===== config.mk =====
export PLATFORM = sky130hd
export DESIGN_NAME = seq_mult_ctrl
export DESIGN_NICKNAME = d
export VERILOG_FILES = /design/src/rtl/mult_pkg.sv /design/src/rtl/add_sub_unit.sv /design/src/rtl/seq_mult_ctrl.sv
export SDC_FILE = /design/constraint.sdc
export NUM_CORES = 1
export LEC_CHECK = 0
export BUFFER_PORTS_ARGS = -buffer_cell sky130_fd_sc_hd__buf_2
export CORE_MARGIN = 2
export CORE_UTILIZATION = 28
export DETAILED_ROUTE_END_ITERATION = 7
export HOLD_SLACK_MARGIN = 0.02
export SYNTH_ARGS = -nofsm -noshare
export SYNTH_HDL_FRONTEND = slang
export SYNTH_SLANG_ARGS = --single-unit

===== constraint.sdc =====
create_clock -name Clk -period 9.5 [get_ports Clk]
set_clock_uncertainty 0.2 [all_clocks]
set_input_delay 1.9 -clock Clk [delete_from_list [all_inputs] [get_ports Clk]]
set_output_delay 1.9 -clock Clk [all_outputs]
set_load 0.005 [all_outputs]

===== src/rtl/mult_pkg.sv =====
// Shared types and sizing helpers for the sequential shift-add multiplier.
package mult_pkg;

  typedef enum logic [1:0] {IDLE, ADD, SHIFT, HOLD} mult_state_t;

  // Bit counter width; a 1-bit floor keeps tiny WIDTH values legal.
  function automatic int cntWidth(input int width);
    return (width < 2) ? 1 : $clog2(width);
  endfunction

endpackage


===== src/rtl/add_sub_unit.sv =====
// Combinational WIDTH+1-bit adder/subtractor feeding the accumulator register A.
module add_sub_unit #(
  parameter int WIDTH = 8
) (
  input  logic [WIDTH-1:0] A,
  input  logic [WIDTH-1:0] S,
  input  logic             sub,
  input  logic             sign_ext,
  output logic [WIDTH:0]   sum
);

  logic [WIDTH:0] aExt;
  logic [WIDTH:0] sExt;

  // One guard bit keeps the signed -2^(W-1) corner and the unsigned carry exact.
  always_comb begin
    aExt = {sign_ext & A[WIDTH-1], A};
    sExt = {sign_ext & S[WIDTH-1], S};
    sum  = sub ? (aExt - sExt) : (aExt + sExt);
  end

endmodule


===== src/rtl/seq_mult_ctrl.sv =====
// Sequential shift-add multiplier: S times register B, product left in {A,B}.
module seq_mult_ctrl
  import mult_pkg::*;
#(
  parameter int WIDTH = 8
) (
  input  logic             Clk,
  input  logic             Reset,
  input  logic             Run,
  input  logic             ClearA_LoadB,
  input  logic             Signed,
  input  logic [WIDTH-1:0] S,
  output logic [WIDTH-1:0] Aval,
  output logic [WIDTH-1:0] Bval,
  output logic             X,
  output logic             Busy,
  output logic             Done
);

  localparam int CW = cntWidth(WIDTH);
  localparam logic [CW-1:0] LAST = CW'(WIDTH - 1);

  mult_state_t     state_q;
  logic [WIDTH-1:0] a_q;
  logic [WIDTH-1:0] b_q;
  logic             x_q;
  logic [CW-1:0]    cnt_q;
  logic             signed_q;
  logic             busy_q;
  logic             done_q;
  logic             subOp;
  logic [WIDTH:0]   sum;

  // The multiplier's sign bit carries negative weight, so the last step subtracts.
  assign subOp = signed_q && (cnt_q == LAST);

  add_sub_unit #(.WIDTH(WIDTH)) u_add_sub (
    .A        (a_q),
    .S        (S),
    .sub      (subOp),
    .sign_ext (signed_q),
    .sum      (sum)
  );

  always_ff @(posedge Clk or negedge Reset) begin
    if (!Reset) begin
      state_q  <= IDLE;
      a_q      <= '0;
      b_q      <= '0;
      x_q      <= 1'b0;
      cnt_q    <= '0;
      signed_q <= 1'b0;
      busy_q   <= 1'b0;
      done_q   <= 1'b0;
    end else begin
      case (state_q)
        IDLE: begin
          if (!Run) begin
            a_q      <= '0;
            x_q      <= 1'b0;
            cnt_q    <= '0;
            signed_q <= Signed;
            busy_q   <= 1'b1;
            state_q  <= ADD;
          end else if (!ClearA_LoadB) begin
            a_q <= '0;
            x_q <= 1'b0;
            b_q <= S;
          end
        end
        ADD: begin
          if (b_q[0]) begin
            a_q <= sum[WIDTH-1:0];
            x_q <= sum[WIDTH];
          end
          state_q <= SHIFT;
        end
        SHIFT: begin
          // X acts as the sign in signed mode but is a one-shot carry in unsigned mode.
          a_q   <= {x_q, a_q[WIDTH-1:1]};
          b_q   <= {a_q[0], b_q[WIDTH-1:1]};
          x_q   <= signed_q ? x_q : 1'b0;
          cnt_q <= cnt_q + CW'(1);
          if (cnt_q == LAST) begin
            busy_q  <= 1'b0;
            done_q  <= 1'b1;
            state_q <= HOLD;
          end else begin
            state_q <= ADD;
          end
        end
        HOLD: begin
          if (Run) begin
            done_q  <= 1'b0;
            state_q <= IDLE;
          end
        end
        default: state_q <= IDLE;
      endcase
    end
  end

  assign Aval = a_q;
  assign Bval = b_q;
  assign X    = x_q;
  assign Busy = busy_q;
  assign Done = done_q;

endmodule


==> impl_table.tex, run 1 <==
\begin{tabular}{lr}
\hline
Metric & Value \\
\hline
\multicolumn{2}{l}{\textbf{Outcome}} \\
\quad Result of the run & complete, no violations \\
\multicolumn{2}{l}{\textbf{Clock tree}} \\
\quad Max H-tree Level & 1 \\
\quad Count of cells resized by post-cts repair & 0 \\
\quad Total of hold buffers inserted after clock tree synthesis & 0 \\
\quad Number of post-CTS setup repair buffers & 0 \\
\quad CTS tree & done \\
\quad CTS Root Cell & sky130\_fd\_sc\_hd\_\_clkbuf\_8 \\
\quad Clock tree sinks & 25 \\
\quad Total clock buffers created by CTS & 3 \\
\quad Clock latency at the later pin of the worst-skew pair & around 0.27 ns \\
\quad Number of buffers on the longest clock path & 2 \\
\quad Clk pin slew, worst setup/hold paths & 0.09 ns \\
\multicolumn{2}{l}{\textbf{Synth}} \\
\quad Fraction of synthesized cell area taken by the top area cell type & 34.7\% \\
\quad Cell variety after synth & 42 \\
\quad Mapped Nets & between 200 and 250 \\
\quad Total of flip-flops plus latches after synthesis & 25 \\
\quad Cell area after technology mapping & 0.00180 sq mm \\
\quad Ys async rst share & 100\% \\
\quad Dominant cell type by area after synthesis & sky130\_fd\_sc\_hd\_\_dfrtp\_1 \\
\quad Sequential fraction of the synthesis area & a little over a third \\
\quad Gate Count Post-Synth & just over 200 \\
\quad Number of flops mapped to enable cells by yosys & 0 \\
\quad Leading register cell type out of synthesis & sky130\_fd\_sc\_hd\_\_dfrtp\_1 \\
\quad Average footprint of a synthesized cell & around 8.8 sq um \\
\quad Most instantiated cells after synthesis & sky130\_fd\_sc\_hd\_\_nand2\_1, sky130\_fd\_sc\_hd\_\_dfrtp\_1, sky130\_fd\_sc\_hd\_\_o21ai\_0 \\
\quad Count leader, synth & sky130\_fd\_sc\_hd\_\_nand2\_1 \\
\quad Synthesis Warnings & 0 \\
\quad Leading cell types by total area after synthesis & sky130\_fd\_sc\_hd\_\_dfrtp\_1, sky130\_fd\_sc\_hd\_\_ha\_1, sky130\_fd\_sc\_hd\_\_o21ai\_0, sky130\_fd\_sc\_hd\_\_nand2\_1, sky130\_fd\_sc\_hd\_\_mux2i\_1 \\
\multicolumn{2}{l}{\textbf{Floorplanning}} \\
\quad Die height & around 84 um \\
\quad Initial Utilization & between 20 and 30\% \\
\quad Core footprint & approximately 0.0063 sq mm \\
\quad Horizontal extent of the die & 84.2 um \\
\quad Row count & 29 \\
\quad Num ports & 32 \\
\quad Full die area & between 0.007 and 0.008 sq mm \\
\multicolumn{2}{l}{\textbf{Placed design}} \\
\quad DP Wirelength & between 3000 and 4000 um \\
\quad Post-placement cell count & between 300 and 400 \\
\quad Number of port buffers & 31 \\
\quad Final weighted congestion in routability-driven placement & 0.871 \\
\quad Area of placed instances & 0.00204 sq mm \\
\multicolumn{2}{l}{\textbf{Route}} \\
\quad Total length of routed met2 wires & between 2000 and 2500 um \\
\quad Met1 WL & between 2000 and 2500 um \\
\quad Topmost layer with routed signal wires & met3 \\
\quad Total DRC errors in the routed layout & 0 \\
\quad Routed wire per std cell & 14.6 um \\
\quad Total number of vias & roughly 1600 \\
\quad Final routed wirelength across all metal layers & about 4500 um \\
\quad Vias per std cell & 5.23 \\
\quad Residual antenna-violating net count after detailed routing & 0 \\
\quad First drt pass iteration count & 4 \\
\quad Violation count after the first detailed-routing iteration & 84 \\
\quad Routed length on met3 & $\sim$270 um \\
\multicolumn{2}{l}{\textbf{Final layout}} \\
\quad Final cell area excluding filler cells & between 0.002 and 0.0025 sq mm \\
\quad Share of cells above drive strength 1 & approximately 18\% \\
\quad Area occupied by multi-input gates & 0.00111 sq mm \\
\quad Register area & between 600 and 700 sq um \\
\quad Post-synthesis to final-layout area growth & 15.6\% \\
\quad Filler Cell Count & $\sim$680 \\
\quad \# diodes & 0 \\
\quad Final layout net count & 264 \\
\quad Filler-free cell count of the finished design & about 310 \\
\multicolumn{2}{l}{\textbf{Power}} \\
\quad Switching power share of the total & between 40 and 50\% \\
\quad Leakage Power & a little over 0.9 nW \\
\quad Part of the total power dissipated in sequential elements & around a third \\
\quad Logic pwr share & between 50\% and 60\% \\
\quad Internal power consumption & $\sim$0.34 mW \\
\quad Worst vdd ir & 0.126 mV \\
\quad Net switching power & about 0.29 mW \\
\quad PwrDens & about 300 mW/mm\^{}2 \\
\quad Fraction of power consumed by the clock network & a little over a tenth \\
\multicolumn{2}{l}{\textbf{Timing}} \\
\quad Minimum period implied by the final worst setup slack & a little over 4 ns \\
\quad Endpoints failing hold & 0 \\
\quad Unrepaired setup endpoints after global routing & no \\
\quad Highest clock rate & between 200 and 250 MHz \\
\quad Tcrit/Tclk final & between 40\% and 50\% \\
\quad Hold Worst Slack & 0.307 ns \\
\quad Final number of max-transition violations & 0 \\
\quad Worst rel slew slack & 29.1\% \\
\quad Setup-failing EPs final & 0 \\
\quad Pin slew with the least headroom to its limit & around 1.1 ns \\
\quad Final total negative setup slack & 0 ns \\
\multicolumn{2}{l}{\textbf{Global route}} \\
\quad Number of antenna violations at the first check in global routing & 0 \\
\quad Largest net degree at the start of global routing & 26 \\
\quad Via count of the first global-routing pass & between 1500 and 2000 \\
\quad All-Layer GR Usage & between 10\% and 20\% \\
\quad Global route total overflow & 0 \\
\quad First-pass GRT wire length & just under 8000 um \\
\multicolumn{2}{l}{\textbf{Worst setup path}} \\
\quad Worst setup SP type & input pin \\
\quad Kind of cell adding the most delay to the critical path & adder cells \\
\quad Peak fanout along the critical path & 5 \\
\quad Data arrival time of the critical path & roughly 4 ns \\
\quad CP Cell Sequence & buf\_2 > inv\_1 > ha\_1 > mux2\_2 > fa\_1 > nand2b\_1 > a21oi\_1 > o221ai\_1 > xnor2\_1 > o31ai\_2 \\
\quad WP data required & about 9.5 ns \\
\quad Highest-delay cell along the critical path & sky130\_fd\_sc\_hd\_\_fa\_1 \\
\quad Buffering stage count on the worst path with inverters included & 2 \\
\quad Crit path kind & in -> reg \\
\quad Nature of the critical path endpoint & flop \\
\quad Max stage delay on crit path & approximately 0.42 ns \\
\multicolumn{2}{l}{\textbf{Flow run}} \\
\quad Maximum capacitance violations & 0 \\
\multicolumn{2}{l}{\textbf{Hold path}} \\
\quad Hold WC Path Type & reg -> reg \\
\hline
\end{tabular}
-- worst paths after layout --
check                           slack (ns)                    to  cells past startpoint                 start
worst max-delay path                  5.43         X$_DFFE_PN0P_                     10                  S[0]
worst min-delay path                  0.31  cnt_q[1]$_DFFE_PN0P_                      1  cnt_q[1]$_DFFE_PN0P_
worst max register to register        6.26         X$_DFFE_PN0P_                     10  cnt_q[0]$_DFFE_PN0P_
worst min register to register        0.31  cnt_q[1]$_DFFE_PN0P_                      1  cnt_q[1]$_DFFE_PN0P_
max in group asynchronous             7.30   Aval[7]$_DFFE_PN0P_                      1                 Reset
min in group asynchronous             1.41   Aval[2]$_DFFE_PN0P_                      1                 Reset
-- metal layers --
metal / vias up / GRT usage, %
met4: 0 / 1.76
met1: 773 / 18.7
li1: 804 / -
met2: 50 / 21.8
met5: - / 0
met3: 0 / 2.95
-- cells by family (layout without fill, tap and decap cells) --
group | after synthesis | in the layout | share of synthesized area, %
mux | 10 | 10 | 5.69
fa+ha+maj | 16 | 16 | 11.5
xor+xnor | 8 | 8 | 3.89
simple gates | 66 | 66 | 18.5
buf+inv | 17 | 47 | 3.61
compound gates | 62 | 62 | 22.1
flops | 25 | 25 | 34.7
-- worst reg2reg max path, stage by stage, from the launching register on --
cell and delay [ns]:
sky130_fd_sc_hd__dfrtp_1 0.38, sky130_fd_sc_hd__ha_1 0.16, sky130_fd_sc_hd__ha_1 0.30, sky130_fd_sc_hd__and2_1 0.34, sky130_fd_sc_hd__mux2_2 0.40, sky130_fd_sc_hd__fa_1 0.42, sky130_fd_sc_hd__nand2b_1 0.18, sky130_fd_sc_hd__a21oi_1 0.26
sky130_fd_sc_hd__o221ai_1 0.20, sky130_fd_sc_hd__xnor2_1 0.16, sky130_fd_sc_hd__o31ai_2 0.17
-- area by class of cell --
class	instances	area share (%)
clock buffer	3	1.98
multi-input combinational	162	53.4
timing repair buffer	32	7.80
inverter	11	1.98
clock inverter	1	0.240
tap	77	4.62
sequential	25	30.0
-- flip-flops by register name (all words and copies together) (netlist names) --
register	count
state_q	2
cnt_q	3
Done	1
signed_q	1
Bval	8
Busy	1
Aval	8
X	1
-- metrics by stage --
step | utilization (%) | setup WS, ns | total power, mW
2_1_floorplan | - | 5.49 | 0.442
3_3_place_gp | 32.5 | 5.18 | 0.552
3_5_place_dp | 32.5 | 5.14 | 0.557
4_1_cts | 33.2 | 5.42 | 0.625
5_1_grt | 33.2 | 5.28 | 0.685
6_report | 33.2 | 5.43 | 0.622
-- power by group through the flow --
stage / registers [mW] / clock network, mW / logic [mW]
after floorplan: 0.192 / 0 / 0.250
after global placement: 0.200 / 0 / 0.352
after detailed placement: 0.201 / 0 / 0.356
after CTS: 0.200 / 0.0675 / 0.358
after global routing: 0.206 / 0.0728 / 0.406
final: 0.200 / 0.0656 / 0.357
-- layout by cell type, fill, tap and decap left out, types with 2 or more instances in the layout --
master                      n
sky130_fd_sc_hd__ha_1      15
sky130_fd_sc_hd__o22ai_1    4
sky130_fd_sc_hd__nand2b_1   2
sky130_fd_sc_hd__a21oi_1    9
sky130_fd_sc_hd__nand2_1   26
sky130_fd_sc_hd__dfrtp_1   25
sky130_fd_sc_hd__a32o_1     2
sky130_fd_sc_hd__nand3_1    7
sky130_fd_sc_hd__clkbuf_8   3
sky130_fd_sc_hd__mux2_2     2
sky130_fd_sc_hd__o21ai_0   23
sky130_fd_sc_hd__nor2_1    13
sky130_fd_sc_hd__nor3_1     5
sky130_fd_sc_hd__mux2i_1    8
sky130_fd_sc_hd__o31ai_1    2
sky130_fd_sc_hd__a211oi_1   2
sky130_fd_sc_hd__buf_2     31
sky130_fd_sc_hd__a31oi_1    3
sky130_fd_sc_hd__inv_1     11
sky130_fd_sc_hd__xnor2_1    7
sky130_fd_sc_hd__nor2b_1    5
sky130_fd_sc_hd__o21a_1     7
(Power assumes the default switching activity.)
==> inputs of run 2 (changes only) <==
clock period = 4.2 ns   (was 9.5 ns; I/O delays follow)
==> run 2 against run 1 <==
Against the previous run:
- die area did not move
- sequential power rose by 130%
- critical path type is now reg -> reg
- cell count rose by 0.32%
- non-clock buffer count rose by 1
- sequential share of layout area fell by 0.090 points
- combinational power rose by 130%
- register-to-register slack got worse by 5.3 ns
- highest routed layer unchanged
- worst setup slack got worse by 4.5 ns
- design area rose by 0.30%
- clock-buffer cell count rose by 1
- largest cell class unchanged
- wire length fell by 0.29%
==> impl_table.tex, run 2 (synthesis gave the netlist of run 1 again) <==
\begin{tabular}{lr}
\hline
Metric & Value \\
\hline
\multicolumn{2}{l}{\textbf{Worst setup path}} \\
\quad Data arrival time of the critical path & 3.21 ns (-0.85 ns) \\
\quad R2R Path Start & cnt\_q[0]\$\_DFFE\_PN0P\_ \\
\quad Crit path kind & reg -> reg \\
\quad Launch point of the worst path & cnt\_q[0]\$\_DFFE\_PN0P\_ \\
\quad Nature of the critical path endpoint & flop \\
\quad R2R depth & 10 (unchanged) \\
\quad Worst setup SP type & flop \\
\quad Peak fanout along the critical path & 8 (+3) \\
\quad WP data required & 4.16 ns (-5.33 ns) \\
\multicolumn{2}{l}{\textbf{Clock tree}} \\
\quad Clock tree sinks & 25 (unchanged) \\
\quad Number of buffers on the longest clock path & 2 (unchanged) \\
\quad Total clock buffers created by CTS & 3 (unchanged) \\
\quad CTS Root Cell & sky130\_fd\_sc\_hd\_\_clkbuf\_8 \\
\quad CTS tree & done \\
\quad Clk pin slew, worst setup/hold paths & 0.08 ns (about the same) \\
\quad Max H-tree Level & 1 (unchanged) \\
\quad Count of cells resized by post-cts repair & 0 (unchanged) \\
\quad Total of hold buffers inserted after clock tree synthesis & 0 (unchanged) \\
\quad Clock latency at the later pin of the worst-skew pair & 0.26 ns (about the same) \\
\quad Number of post-CTS setup repair buffers & 0 (unchanged) \\
\multicolumn{2}{l}{\textbf{Final layout}} \\
\quad Share of cells above drive strength 1 & 17.9\% (-0.076 points) \\
\quad Final layout net count & 265 (+0.38\%) \\
\quad Filler-free cell count of the finished design & 312 (+0.32\%) \\
\quad Post-synthesis to final-layout area growth & 16.0\% \\
\quad Highest-count cells in the layout ignoring fill and taps & sky130\_fd\_sc\_hd\_\_buf\_2, sky130\_fd\_sc\_hd\_\_nand2\_1, sky130\_fd\_sc\_hd\_\_dfrtp\_1 \\
\quad \# diodes & 0 (unchanged) \\
\quad Final core occ & 33.3\% (+0.10 points) \\
\quad Most frequent standard cell in the layout excluding fill and tap cells & sky130\_fd\_sc\_hd\_\_buf\_2 \\
\multicolumn{2}{l}{\textbf{Power}} \\
\quad Worst vdd ir & 0.281 mV (+120\%) \\
\quad Leakage Power & 0.934 nW (+0.26\%) \\
\quad PwrDens & 669 mW/mm\^{}2 (+120\%) \\
\multicolumn{2}{l}{\textbf{Floorplanning}} \\
\quad Core footprint & 0.00628 sq mm (unchanged) \\
\quad Row count & 29 (unchanged) \\
\quad Horizontal extent of the die & 84.2 um (unchanged) \\
\quad Num ports & 32 (unchanged) \\
\quad Die height & 84.2 um (unchanged) \\
\quad Full die area & 0.00710 sq mm (unchanged) \\
\quad Initial Utilization & 28.7\% (unchanged) \\
\multicolumn{2}{l}{\textbf{Route}} \\
\quad Total DRC errors in the routed layout & 0 (unchanged) \\
\quad Residual antenna-violating net count after detailed routing & 0 (unchanged) \\
\quad Violation count after the first detailed-routing iteration & 94 (+12\%) \\
\quad Final routed wirelength across all metal layers & 4530 um (-0.29\%) \\
\quad Vias per std cell & 5.05 (-3.4\%) \\
\quad Total number of vias & 1577 (-3.1\%) \\
\quad First drt pass iteration count & 4 (unchanged) \\
\quad Routed wire per std cell & 14.5 um (-0.61\%) \\
\multicolumn{2}{l}{\textbf{Global route}} \\
\quad Global route total overflow & 0 (unchanged) \\
\quad Via count of the first global-routing pass & 1529 (-5.5\%) \\
\quad First-pass GRT wire length & 7760 um (-0.88\%) \\
\quad Largest net degree at the start of global routing & 26 (unchanged) \\
\quad Number of antenna violations at the first check in global routing & 0 (unchanged) \\
\quad All-Layer GR Usage & 13.5\% (+0.082 points) \\
\multicolumn{2}{l}{\textbf{Timing}} \\
\quad Final number of max-transition violations & 0 (unchanged) \\
\quad Pin slew with the least headroom to its limit & 0.976 ns (-0.0869 ns) \\
\quad Worst setup slack after layout & 0.953 ns (-4.48 ns) \\
\quad Endpoints failing hold & 0 (unchanged) \\
\quad Highest clock rate & 308 MHz \\
\quad Worst rel slew slack & 34.9\% (+5.8 points) \\
\quad Unrepaired setup endpoints after global routing & no \\
\quad Final total negative setup slack & 0 ns (unchanged) \\
\quad Minimum period implied by the final worst setup slack & around 3.2 ns \\
\quad Tcrit/Tclk final & between 70\% and 80\% \\
\quad Setup-failing EPs final & 0 (unchanged) \\
\multicolumn{2}{l}{\textbf{Placed design}} \\
\quad Placement-stage worst setup slack & 0.908 ns (-4.23 ns) \\
\quad Post-placement cell count & 308 (+0.33\%) \\
\quad DP Wirelength & 3570 um (+1.4\%) \\
\quad Number of port buffers & 31 (unchanged) \\
\quad Final weighted congestion in routability-driven placement & 0.886 (+1.7\%) \\
\multicolumn{2}{l}{\textbf{Hold path}} \\
\quad Hold WC Path Type & reg -> reg \\
\quad Hold\_sp & Busy\$\_DFFE\_PN0P\_ \\
\quad Worst hold path stage count & 2 (+1) \\
\multicolumn{2}{l}{\textbf{Flow run}} \\
\quad Maximum capacitance violations & 0 (unchanged) \\
\multicolumn{2}{l}{\textbf{Outcome}} \\
\quad Result of the run & complete, no violations \\
\hline
\end{tabular}
[run 2: worst max-delay path, stage by stage (launching register included)]
cell                       delay, ns
sky130_fd_sc_hd__dfrtp_1        0.38
sky130_fd_sc_hd__ha_1           0.16
sky130_fd_sc_hd__ha_1           0.29
sky130_fd_sc_hd__and2_1         0.34
sky130_fd_sc_hd__mux2_2         0.40
sky130_fd_sc_hd__fa_1           0.42
sky130_fd_sc_hd__nand2b_1       0.18
sky130_fd_sc_hd__a21oi_1        0.26
sky130_fd_sc_hd__o21a_1         0.18
sky130_fd_sc_hd__nor3_1         0.05
sky130_fd_sc_hd__o31ai_1        0.29
[run 2: per-layer routing]
layer | vias to the layer above | part of all wire, % | global-route usage [%]
li1 | 803 | - | -
met1 | 741 | 49 | 19.0
met2 | 33 | 47 | 21.7
met3 | 0 | 4.3 | 2.46
met4 | 0 | 0 | 2.64
met5 | - | 0 | 0
[run 2: power by group]
group / switching (mW) / internal, mW
Sequential: 0.106 / 0.345
Combinational: 0.457 / 0.348
Clock: 0.0745 / 0.0678
Total: 0.638 / 0.760
[run 2: path summary, 6_finish.rpt]
check	slack, ns	endpoint
worst max-delay path	0.95	Aval[6]$_DFFE_PN0P_
worst min-delay path	0.30	Busy$_DFFE_PN0P_
worst max register to register	0.95	Aval[6]$_DFFE_PN0P_
worst min register to register	0.30	Busy$_DFFE_PN0P_
max in group asynchronous	3.06	Done$_DFFE_PN0P_
min in group asynchronous	0.35	Aval[2]$_DFFE_PN0P_
[run 2: final cells by class]
type                       instances  area (sq um)
multi-input combinational        162          1110
fill                             675          4190
timing repair buffer              33           170
clock buffer                       4          45.0
tap                               77          96.3
sequential                        25           626
inverter                          11          41.3
[run 2: through the flow]
stage	area, sq um	power, mW	hold WS (ns)
finish	2090	1.40	0.299
global placement	2050	1.25	0.266
detailed placement	2050	1.26	0.283
CTS	2090	1.42	0.306
global route	2090	1.55	0.340
floorplan	1800	0.999	0.263
==> inputs of run 3 (changes only) <==
ABC_AREA = 1   (was unset)
clock period = 2.7 ns   (was 4.2 ns; I/O delays follow)
==> run 3 against run 2 <==
Against the previous run:
- design area grew 8.8%
- synthesized cell count grew 31%
- first-iteration DRC count shrank 40%
- flip-flop and latch count is the same
- largest cell class unchanged
- sequential share of layout area shrank 2.4 points
- utilization grew 0.74 points
- critical endpoint is now X$_DFFE_PN0P_
- highest routed layer is now met4
- wire length grew 3.9%
- die area grew 5.7%
==> impl_table.tex, run 3 <==
\begin{tabular}{lr}
\hline
Metric & Value \\
\hline
\multicolumn{2}{l}{\textbf{Worst setup path}} \\
\quad Peak fanout along the critical path & 4 (-4) \\
\quad Nature of the critical path endpoint & flop \\
\quad Worst setup SP type & flop \\
\quad Crit path kind & reg -> reg \\
\quad WP data required & 2.68 ns (-1.48 ns) \\
\quad Worst R2R End & X\$\_DFFE\_PN0P\_ \\
\quad Minimum setup slack among reg-to-reg paths & 0.14 ns (-0.81 ns) \\
\quad Launch point of the worst path & cnt\_q[0]\$\_DFFE\_PN0P\_ \\
\quad R2R depth & 14 (+4) \\
\quad R2R Path Start & cnt\_q[0]\$\_DFFE\_PN0P\_ \\
\quad Data arrival time of the critical path & 2.54 ns (-0.67 ns) \\
\quad Critical Path End & X\$\_DFFE\_PN0P\_ \\
\multicolumn{2}{l}{\textbf{Global route}} \\
\quad Via count of the first global-routing pass & 1679 (+9.8\%) \\
\quad All-Layer GR Usage & 12.8\% (-0.67 points) \\
\quad Number of antenna violations at the first check in global routing & 0 (unchanged) \\
\quad Global route total overflow & 0 (unchanged) \\
\quad Largest net degree at the start of global routing & 26 (unchanged) \\
\quad First-pass GRT wire length & 7720 um (-0.53\%) \\
\multicolumn{2}{l}{\textbf{Synth}} \\
\quad Fraction of the mapped netlist area in compound gates & 15.7\% (-6.5 points) \\
\quad Gate Count Post-Synth & 267 (+31\%) \\
\quad Count leader, synth & sky130\_fd\_sc\_hd\_\_nand2\_1 \\
\quad Dominant cell type by area after synthesis & sky130\_fd\_sc\_hd\_\_dfrtp\_1 \\
\quad Leading cell types by total area after synthesis & sky130\_fd\_sc\_hd\_\_dfrtp\_1, sky130\_fd\_sc\_hd\_\_nand2\_1, sky130\_fd\_sc\_hd\_\_ha\_1, sky130\_fd\_sc\_hd\_\_inv\_1, sky130\_fd\_sc\_hd\_\_o21ai\_0 \\
\quad Leading register cell type out of synthesis & sky130\_fd\_sc\_hd\_\_dfrtp\_1 \\
\quad Synthesis Warnings & 0 (unchanged) \\
\quad Synthesized-area fraction occupied by xor and xnor cells & 2.75\% (-1.1 points) \\
\quad Number of flops mapped to enable cells by yosys & 0 (unchanged) \\
\quad Adder and majority gate portion of the synthesized area & 10.9\% (-0.65 points) \\
\quad Sequential fraction of the synthesis area & 32.7\% (-2.0 points) \\
\quad Average footprint of a synthesized cell & 7.16 sq um (-19\%) \\
\quad Main combinational cell family by area after synthesis & simple AND/OR/NAND/NOR gates \\
\quad Mapped Nets & 296 (+27\%) \\
\quad Total of flip-flops plus latches after synthesis & 25 (unchanged) \\
\quad Simple-gate portion of the synthesized area & 27.8\% (+9.4 points) \\
\quad Cell area after technology mapping & 0.00191 sq mm (+6.0\%) \\
\quad Ys async rst share & 100\% (unchanged) \\
\quad Cell variety after synth & 31 (-26\%) \\
\quad Most instantiated cells after synthesis & sky130\_fd\_sc\_hd\_\_nand2\_1, sky130\_fd\_sc\_hd\_\_inv\_1, sky130\_fd\_sc\_hd\_\_dfrtp\_1 \\
\quad Fraction of synthesized cell area taken by the top area cell type & 32.7\% (-2.0 points) \\
\quad Multiplexer area fraction after synthesis & 0\% (-5.7 points) \\
\multicolumn{2}{l}{\textbf{Timing}} \\
\quad Hold Worst Slack & 0.0474 ns (-0.252 ns) \\
\quad Worst rel slew slack & 60.8\% (+26 points) \\
\quad Tcrit/Tclk final & 94.9\% (+18 points) \\
\quad Setup-failing EPs final & 0 (unchanged) \\
\quad Final total negative setup slack & 0 ns (unchanged) \\
\quad Highest clock rate & 390 MHz (+27\%) \\
\quad Final number of max-transition violations & 0 (unchanged) \\
\quad Endpoints failing hold & 0 (unchanged) \\
\quad Minimum period implied by the final worst setup slack & 2.56 ns (-0.686 ns) \\
\quad Pin slew with the least headroom to its limit & 0.589 ns (-0.387 ns) \\
\multicolumn{2}{l}{\textbf{Route}} \\
\quad Vias per std cell & 4.57 (-9.6\%) \\
\quad Total number of vias & 1754 (+11\%) \\
\quad First drt pass iteration count & 4 (unchanged) \\
\quad Violation count after the first detailed-routing iteration & 56 (-40\%) \\
\quad Routed wire per std cell & 12.3 um (-16\%) \\
\quad Final routed wirelength across all metal layers & 4710 um (+3.9\%) \\
\quad Residual antenna-violating net count after detailed routing & 0 (unchanged) \\
\quad Total DRC errors in the routed layout & 0 (unchanged) \\
\multicolumn{2}{l}{\textbf{Floorplanning}} \\
\quad Initial Utilization & 28.6\% (-0.13 points) \\
\quad Horizontal extent of the die & 86.6 um (+2.8\%) \\
\quad Row count & 30 (+3.4\%) \\
\quad Full die area & 0.00750 sq mm (+5.7\%) \\
\quad Core footprint & 0.00668 sq mm (+6.4\%) \\
\quad Num ports & 32 (unchanged) \\
\quad Die height & 86.6 um (+2.8\%) \\
\multicolumn{2}{l}{\textbf{Clock tree}} \\
\quad Max H-tree Level & 1 (unchanged) \\
\quad Clock tree sinks & 25 (unchanged) \\
\quad CTS Root Cell & sky130\_fd\_sc\_hd\_\_clkbuf\_8 \\
\quad CTS tree & done \\
\quad Number of buffers on the longest clock path & 2 (unchanged) \\
\quad Total of hold buffers inserted after clock tree synthesis & 0 (unchanged) \\
\quad Total clock buffers created by CTS & 3 (unchanged) \\
\quad Clk pin slew, worst setup/hold paths & 0.11 ns (+0.03 ns) \\
\quad Clock latency at the later pin of the worst-skew pair & 0.28 ns (+0.02 ns) \\
\multicolumn{2}{l}{\textbf{Final layout}} \\
\quad Post-synthesis to final-layout area growth & 19.1\% \\
\quad Highest-count cells in the layout ignoring fill and taps & sky130\_fd\_sc\_hd\_\_nand2\_1, sky130\_fd\_sc\_hd\_\_inv\_1, sky130\_fd\_sc\_hd\_\_buf\_2 \\
\quad \# diodes & 0 (unchanged) \\
\quad Share of cells above drive strength 1 & 20.4\% (+2.5 points) \\
\quad Register area & 626 sq um (unchanged) \\
\quad Most frequent standard cell in the layout excluding fill and tap cells & sky130\_fd\_sc\_hd\_\_nand2\_1 \\
\quad Filler-free cell count of the finished design & 384 (+23\%) \\
\quad Area occupied by multi-input gates & 0.00114 sq mm (+2.7\%) \\
\quad Final layout net count & 334 (+26\%) \\
\quad Filler Cell Count & 722 (+7.0\%) \\
\multicolumn{2}{l}{\textbf{Outcome}} \\
\quad Result of the run & complete, no violations \\
\multicolumn{2}{l}{\textbf{Power}} \\
\quad PwrDens & 965 mW/mm\^{}2 (+44\%) \\
\quad Leakage Power & 1.23 nW (+32\%) \\
\quad Worst vdd ir & 0.467 mV (+66\%) \\
\multicolumn{2}{l}{\textbf{Placed design}} \\
\quad Post-placement cell count & 379 (+23\%) \\
\quad DP Wirelength & 3610 um (+0.86\%) \\
\quad Number of port buffers & 31 (unchanged) \\
\quad Final weighted congestion in routability-driven placement & 0.782 (-12\%) \\
\multicolumn{2}{l}{\textbf{Hold path}} \\
\quad Hold WC Path Type & in -> async \\
\multicolumn{2}{l}{\textbf{Flow run}} \\
\quad Maximum capacitance violations & 0 (unchanged) \\
\hline
\end{tabular}
[run 3: critical path, cell delays in order, from the launching register on]
cell and delay [ns]:
sky130_fd_sc_hd__dfrtp_1 0.41, sky130_fd_sc_hd__ha_1 0.20, sky130_fd_sc_hd__ha_2 0.19, sky130_fd_sc_hd__buf_4 0.16, sky130_fd_sc_hd__a21oi_4 0.16, sky130_fd_sc_hd__xor2_2 0.09, sky130_fd_sc_hd__ha_1 0.35, sky130_fd_sc_hd__nand2_1 0.09
sky130_fd_sc_hd__nand2_1 0.08, sky130_fd_sc_hd__and2_4 0.15, sky130_fd_sc_hd__nand2_1 0.05, sky130_fd_sc_hd__nand2_1 0.08, sky130_fd_sc_hd__nand3_1 0.09, sky130_fd_sc_hd__nand3_1 0.09, sky130_fd_sc_hd__nand2_1 0.05
[run 3: cell families (layout without fill, tap and decap cells)]
logic type               Yosys count  after routing
AO/OA/AOI/OAI                     48             48
flip-flops                        25             25
adder cells (fa/ha/maj)           16             16
buffers and inverters             45             82
AND/OR/NAND/NOR                  127            127
XOR/XNOR                           6              6
[run 3: final cells by class]
class / count / share of cell area, %
clock buffers: 3 / 1.82
clock inverters: 1 / 0.330
inverters: 40 / 6.60
multi-input cells: 197 / 50.2
flip-flops and latches: 25 / 27.5
well taps: 80 / 4.40
repair buffers: 38 / 9.13
[run 3: timing repair]
item	in CTS	in global routing
gates resized for setup	0	12
endpoints found under the setup margin	0	6
buffers inserted	0	1
[run 3: per-layer routing]
| layer | GRT usage, % | wire length, um | vias up |
|---|---|---|---|
| met5 | 0 | 0 | - |
| met4 | 3.69 | 54 | 0 |
| met3 | 2.00 | 151 | 4 |
| met2 | 21.5 | 2220 | 28 |
| met1 | 16.9 | 2290 | 799 |
| li1 | - | - | 923 |
[run 3: power by group]
group | switching (mW) | leakage, nW | internal (mW)
Clock | 0.141 | 0.0217 | 0.105
Combinational | 0.770 | 0.899 | 0.500
Sequential | 0.143 | 0.310 | 0.537
[run 3: worst min path at each step]
stage | start | end | slack, ns | depth (start not counted)
after global routing | Reset | Aval[5]$_DFFE_PN0P_ | 0.09 | 1
final | Reset | Aval[5]$_DFFE_PN0P_ | 0.05 | 1
after CTS | Reset | Bval[0]$_DFFE_PN0P_ | 0.08 | 1
after global placement | cnt_q[0]$_DFFE_PN0P_ | cnt_q[0]$_DFFE_PN0P_ | 0.26 | 1
after floorplan | Reset | Aval[0]$_DFFE_PN0P_ | 0.04 | 0
after detailed placement | cnt_q[0]$_DFFE_PN0P_ | cnt_q[0]$_DFFE_PN0P_ | 0.28 | 1
[run 3: per-stage QoR]
stage | power (mW) | worst slack (ns) | cell area (sq um) | util (%)
3_3_place_gp | 1.91 | 0.0502 | 2170 | 32.4
5_1_grt | 2.43 | -0.0000824 | 2270 | 34.0
4_1_cts | 2.19 | 0.0459 | 2220 | 33.2
3_5_place_dp | 1.94 | 0.00264 | 2170 | 32.4
6_report | 2.20 | 0.139 | 2270 | 34.0
2_1_floorplan | 1.60 | 0.185 | 1910 | -
